$ cat src/rtl/bram_port_arbiter.sv
// bram_port_arbiter: shares a single write-first BRAM port between two
// requesters. A combinational round-robin arbiter grants at most one request
// per cycle. The grant drives the BRAM port in the same cycle. A two-stage tag
// pipeline routes the registered BRAM read data back to the requester that
// was granted, so the response arrives two cycles after acceptance.
module bram_port_arbiter #(
    parameter int ADDR_W    = 10,
    parameter int NB_COL    = 4,
    parameter int COL_WIDTH = 9,
    parameter int LATENCY   = 2
) (
    input  logic                        clk,
    input  logic                        rst,

    // Requester 0
    input  logic                        req0_valid,
    output logic                        req0_ready,
    input  logic [ADDR_W-1:0]           req0_addr,
    input  logic [NB_COL*COL_WIDTH-1:0] req0_wdata,
    input  logic [NB_COL-1:0]           req0_wstrb,

    // Requester 1
    input  logic                        req1_valid,
    output logic                        req1_ready,
    input  logic [ADDR_W-1:0]           req1_addr,
    input  logic [NB_COL*COL_WIDTH-1:0] req1_wdata,
    input  logic [NB_COL-1:0]           req1_wstrb,

    // Responses (no backpressure)
    output logic                        resp0_valid,
    output logic [NB_COL*COL_WIDTH-1:0] resp0_rdata,
    output logic                        resp1_valid,
    output logic [NB_COL*COL_WIDTH-1:0] resp1_rdata,

    // Write-first BRAM port with output register
    output logic                        bram_en,
    output logic [NB_COL-1:0]           bram_we,
    output logic [ADDR_W-1:0]           bram_addr,
    output logic [NB_COL*COL_WIDTH-1:0] bram_din,
    output logic                        bram_regce,
    output logic                        bram_rst,
    input  logic [NB_COL*COL_WIDTH-1:0] bram_dout
);

    localparam int DATA_W = NB_COL * COL_WIDTH;

    // The tag pipeline depth is tied to the BRAM primitive configuration
    // (address register + output register). Any other value would return
    // data on the wrong cycle.
    if (LATENCY != 2) begin : g_latency_check
        $error("bram_port_arbiter: LATENCY must be 2");
    end

    // Identifies a requester. It is used both for the priority pointer and for
    // the response routing tags.
    typedef enum logic {
        REQ0 = 1'b0,
        REQ1 = 1'b1
    } req_id_e;

    // One entry of the response-routing pipeline.
    typedef struct packed {
        logic    valid;
        req_id_e id;
    } tag_t;

    // ------------------------------------------------------------------
    // State
    // ------------------------------------------------------------------
    req_id_e prio_q, prio_d;      // requester that wins the next contended cycle
    tag_t    stage1_q, stage1_d;  // tag for data in the BRAM output latch
    tag_t    stage2_q, stage2_d;  // tag for data on bram_dout

    // Arbitration results for the current cycle
    logic    grant_valid;
    req_id_e grant_id;

    // Muxed request fields of the granted requester
    logic [ADDR_W-1:0] sel_addr;
    logic [DATA_W-1:0] sel_wdata;
    logic [NB_COL-1:0] sel_wstrb;

    // ------------------------------------------------------------------
    // Arbitration: a single requester wins outright. On contention, the
    // priority pointer decides and then flips to the loser. Reset masks every
    // grant, so nothing is accepted while rst is high.
    // ------------------------------------------------------------------
    always_comb begin
        // NOTE: every output of this block gets a default first, so no path
        // leaves a variable unassigned and no latch is inferred.
        grant_valid = 1'b0;
        grant_id    = REQ0;
        prio_d      = prio_q;

        if (!rst) begin
            unique case ({req1_valid, req0_valid})
                2'b01: begin
                    grant_valid = 1'b1;
                    grant_id    = REQ0;
                end
                2'b10: begin
                    grant_valid = 1'b1;
                    grant_id    = REQ1;
                end
                2'b11: begin
                    grant_valid = 1'b1;
                    grant_id    = prio_q;
                    prio_d      = (prio_q == REQ0) ? REQ1 : REQ0;
                end
                default: begin
                    grant_valid = 1'b0;
                end
            endcase
        end
    end

    // Ready is a pure function of the grant. Because the grant is gated by
    // rst and by the request valids, ready can never assert without valid.
    assign req0_ready = grant_valid && (grant_id == REQ0);
    assign req1_ready = grant_valid && (grant_id == REQ1);

    // ------------------------------------------------------------------
    // Request mux: forward the granted request to the BRAM port in the same
    // cycle. The address and data may carry a don't-care value when idle, but
    // the enables are forced low.
    // ------------------------------------------------------------------
    always_comb begin
        sel_addr  = req0_addr;
        sel_wdata = req0_wdata;
        sel_wstrb = req0_wstrb;
        if (grant_id == REQ1) begin
            sel_addr  = req1_addr;
            sel_wdata = req1_wdata;
            sel_wstrb = req1_wstrb;
        end
    end

    assign bram_en   = grant_valid;
    assign bram_we   = grant_valid ? sel_wstrb : '0;
    assign bram_addr = sel_addr;
    assign bram_din  = sel_wdata;

    // ------------------------------------------------------------------
    // Tag pipeline next state: the grant enters stage 1 and stage 1 moves to
    // stage 2. Both reads and writes carry a tag, because a write also
    // returns the write-first word.
    // ------------------------------------------------------------------
    always_comb begin
        stage1_d = '{valid: grant_valid, id: grant_id};
        stage2_d = stage1_q;
    end

    // Registers the priority pointer and the tag pipeline. Reset discards any
    // request that is still in flight.
    always_ff @(posedge clk) begin
        // NOTE: sequential state uses non-blocking assignments, so that every
        // register samples its pre-edge value. Blocking assignments here would
        // let stage2 pick up this edge's stage1 value and skip a stage.
        if (rst) begin
            prio_q   <= REQ0;
            stage1_q <= '0;
            stage2_q <= '0;
        end else begin
            prio_q   <= prio_d;
            stage1_q <= stage1_d;
            stage2_q <= stage2_d;
        end
    end

    // ------------------------------------------------------------------
    // BRAM output register control and response routing. Gating with rst
    // keeps regce and the response pulses low for the whole reset window,
    // including the first reset cycle, before the stages have cleared.
    // ------------------------------------------------------------------
    assign bram_rst    = rst;
    assign bram_regce  = stage1_q.valid && !rst;

    assign resp0_valid = stage2_q.valid && (stage2_q.id == REQ0) && !rst;
    assign resp1_valid = stage2_q.valid && (stage2_q.id == REQ1) && !rst;

    // Only one response is outstanding per cycle, so both requesters can share
    // the registered BRAM output. The data is meaningful only while the
    // matching respN_valid is high.
    assign resp0_rdata = bram_dout;
    assign resp1_rdata = bram_dout;

    // ------------------------------------------------------------------
    // Structural invariants of the arbiter and the response path.
    // ------------------------------------------------------------------
    a_ready_onehot: assert property (@(posedge clk) !(req0_ready && req1_ready));
    a_ready0_valid: assert property (@(posedge clk) req0_ready |-> req0_valid);
    a_ready1_valid: assert property (@(posedge clk) req1_ready |-> req1_valid);
    a_resp_onehot:  assert property (@(posedge clk) !(resp0_valid && resp1_valid));

endmodule

$ cat config.mk
export PLATFORM = sky130hd
export DESIGN_NAME = bram_port_arbiter
export DESIGN_NICKNAME = d
export VERILOG_FILES = /design/src/rtl/bram_port_arbiter.sv
export SDC_FILE = /design/constraint.sdc
export NUM_CORES = 1
export LEC_CHECK = 0
export CAP_MARGIN = 0
export CORE_AREA = 2 2 103 105
export CTS_CLUSTER_DIAMETER = 120
export DETAILED_ROUTE_END_ITERATION = 12
export DIE_AREA = 0 0 105 107
export GPL_TIMING_DRIVEN = 0
export SLEW_MARGIN = 10
export SYNTH_ARGS = -nofsm -noshare
export SYNTH_HDL_FRONTEND = slang
export SYNTH_SLANG_ARGS = --single-unit
$ cat constraint.sdc
create_clock -name clk -period 2 [get_ports clk]
set_clock_uncertainty 0.05 [all_clocks]
set_input_delay 0.4 -clock clk [delete_from_list [all_inputs] [get_ports clk]]
set_output_delay 0.4 -clock clk [all_outputs]
set_load 0.02 [all_outputs]
==> flow_summary_export.csv <==
group,metric,value,unit
critical_path,cp.arrival,1.58,ns
timing,hold_violations,0,
floorplan,fp-row-count,37,
status,violations,"setup timing",
timing,rsz0062_at_grt,"true",
timing,finalCritPeriodShare,102,%
final_layout,seq_area,101,um^2
clock_tree,cts_sinks,5,
timing,period_minus_slack,2.03,ns
final_layout,multi_input_area,749,um^2
clock_tree,cts_root_buffer,"clkbuf_8",
final_layout,nFillCells,1045,
floorplan,coreArea,10100,um^2
yosys,ys_types,19,
yosys,synth.top_cell.area_share,37.7,%
power_and_ir_drop,power.share.clock,14.4,%
critical_path,crit_fanout,9,
job,maxCapViolCount,0,
critical_path,cp_data_required_time,1.55,ns
drt,routedWlPerCell,12.9,um
drt,drt_pass1_iterations,4,
critical_path,crit_type,"reg -> out",
grt,track_usage,10.8,%
timing,layout_setup_ws,-0.0339,ns
clock_tree,cts-buffers-inserted,3,
yosys,yosys_warnings,0,
placed_design,dpl.hpwl,6110,um
grt,grt_pass1_vias,1880,
drt,drc,0,
yosys,synth_seq_area_share,6.88,%
yosys,synth_edf_count,0,
critical_path,cp-start-kind,"flip-flop",
yosys,postSynthCellCount,156,
floorplan,start_util,14.4,%
min_path,hold_start,"rst",
yosys,yosys-top-cells-count,"73 x buf_4, 28 x mux2_2, 18 x mux2_4, 8 x nor2_1, 5 x dfxtp_1",
placed_design,io_buffers,231,
clock_tree,clkLatencyLatePin,0.22,ns
yosys,ys_async_sr_fraction,0,%
drt,drt-total-wl,6900,um
clock_tree,clock_path_buffers,2,
yosys,ys.flop_type,"dfxtp_1",
clock_tree,htreeDepth,1,
power_and_ir_drop,p_leak,1.84,nW
drt,ant_nets,0,
timing,fmax,492,MHz
floorplan,dieArea,11200,um^2
timing,setup_violations,32,
placed_design,gp_congestion,0.703,
timing,worst_slew_pin_slew,0.242,ns
timing,hold-worst-slack,0.364,ns
floorplan,ios,269,
grt,antenna_found_initial,0,
final_layout,drive_gt1_share,47.2,%
timing,drv_slew,0,
yosys,yosysMostFrequentCell,"buf_4",
final_layout,antenna_cells,0,
power_and_ir_drop,power.total,1.30,mW
yosys,syn-mean-instance-area,9.32,um^2
power_and_ir_drop,comb_power_share,77.1,%
yosys,synthTopCellsByArea,"buf_4 38%, mux2_2 22%, mux2_4 19%",
floorplan,die_w,105,um
grt,grt_pass1_wl,9870,um
status,status,"finished, violations left",
critical_path,crit_start,"prio_q",
min_path,hold_path_class,"in -> reg",
grt,grt_start_max_net_pins,11,
grt,grt_overflow_total,0,
drt,detailroute.via_count,1926,
timing,slew-limit-headroom,83.8,%
power_and_ir_drop,vdd_ir_drop_max,0.427,mV
placed_design,dpl_cell_area,3940,um^2
critical_path,end_kind,"primary output",
clock_tree,cts_tree,"built",
yosys,syn_area,1450,um^2
power_and_ir_drop,powerDensity,322,nW/um^2
yosys,yosys.area.top_type,"buf_4",
clock_tree,cts_hold_buf,0,
final_layout,area_delta_synth_final,177,%
drt,vias_per_cell,3.61,
power_and_ir_drop,p_int,0.857,mW
power_and_ir_drop,pwr-share-seq,8.5,%
clock_tree,path_clk_slew,0.04,ns
final_layout,nets,539,
drt,drtIter0Drc,40,
power_and_ir_drop,p_switching,0.440,mW
final_layout,final_area,4030,um^2
power_and_ir_drop,swShare,33.9,%
yosys,synth_seq_cells,5,
yosys,syn_nets,296,
floorplan,fp.dieH,107,um
critical_path,r2r_start,"prio_q",
==> metal layers <==
| layer | vias to the layer above | track usage (%) | part of all wire [%] | wire length, um |
|---|---|---|---|---|
| met2 | 126 | 20.1 | 52 | 3590 |
| met3 | 6 | 3.28 | 11 | 741 |
| met4 | 0 | 1.71 | 0.78 | 54 |
| li1 | 933 | - | - | - |
| met1 | 861 | 12.2 | 37 | 2520 |
| met5 | - | 0 | 0 | 0 |
==> logic make-up after synthesis <==
family	share of synthesized area, %
AOI/OAI and AO/OA	2.93
xor gates and xnor gates	0.603
muxes	40.3
DFF	6.88
buffers and inverters	41.8
and+or+nand+nor	7.49
==> path summary, 6_finish.rpt <==
path / end / slack [ns] / depth (start not counted)
setup / recovery: bram_din[27] / -0.03 / 6
hold / removal: stage2_q[0] / 0.36 / 2
setup reg to reg: stage1_q[0] / 0.91 / 5
hold reg to reg: stage2_q[0] / 0.39 / 1
==> critical path, cell delays in order, from the launching register on <==
cell	delay, ns
dfxtp_2	0.34
nand2b_4	0.14
nand3b_4	0.12
buf_12	0.18
clkbuf_16	0.16
mux2_4	0.30
buf_6	0.13
==> through the flow <==
stage               util [%]  std cells  setup TNS, ns  setup WS, ns
floorplan                  -        156              0         0.243
global placement        39.0        523         -42.62        -0.864
detailed placement      39.0        523         -43.68        -0.880
CTS                     39.4        531          -1.64       -0.0975
global route            39.9        534          -2.30       -0.0885
finish                  39.9        534         -0.681       -0.0339
==> state kept, by name, indices dropped and copies added, names as in the netlist <==
signal    flops
stage2_q      2
stage1_q      2
prio_q        1
==> placed cells by master, fill, tap and decap left out, types with 4 or more instances in the layout <==
cell type / instances
mux2_4: 18
dfxtp_1: 4
nor2b_1: 4
clkbuf_2: 4
nor2_1: 8
clkdlybuf4s15_1: 4
buf_4: 79
buf_2: 19
clkdlybuf4s15_2: 10
a32oi_1: 4
mux2_2: 28
clkdlybuf4s50_1: 176
buf_6: 18
==> repair_timing <==
| action | CTS | global route |
|---|---|---|
| endpoints found under the setup margin | 57 | 43 |
| resized for setup | 210 | 33 |
| gates cloned | 0 | 1 |
| setup buffers | 4 | 2 |
==> power groups by stage <==
stage	logic [mW]	clock network [mW]	registers [mW]
4_1_cts	0.991	0.191	0.110
3_3_place_gp	1.00	0	0.110
2_1_floorplan	0.480	0	0.110
5_1_grt	1.05	0.197	0.110
3_5_place_dp	1.01	0	0.111
6_report	1.00	0.187	0.110
==> area by class of cell <==
class	instances	share of cell area [%]
clock buffers	4	1.12
repair buffers	238	57.3
plain buffers	80	16.0
multi-input cells	69	18.6
well taps	136	4.23
flip-flops and latches	5	2.52
inverters	2	0.187
Note: power is estimated with default switching activity, not from simulation.
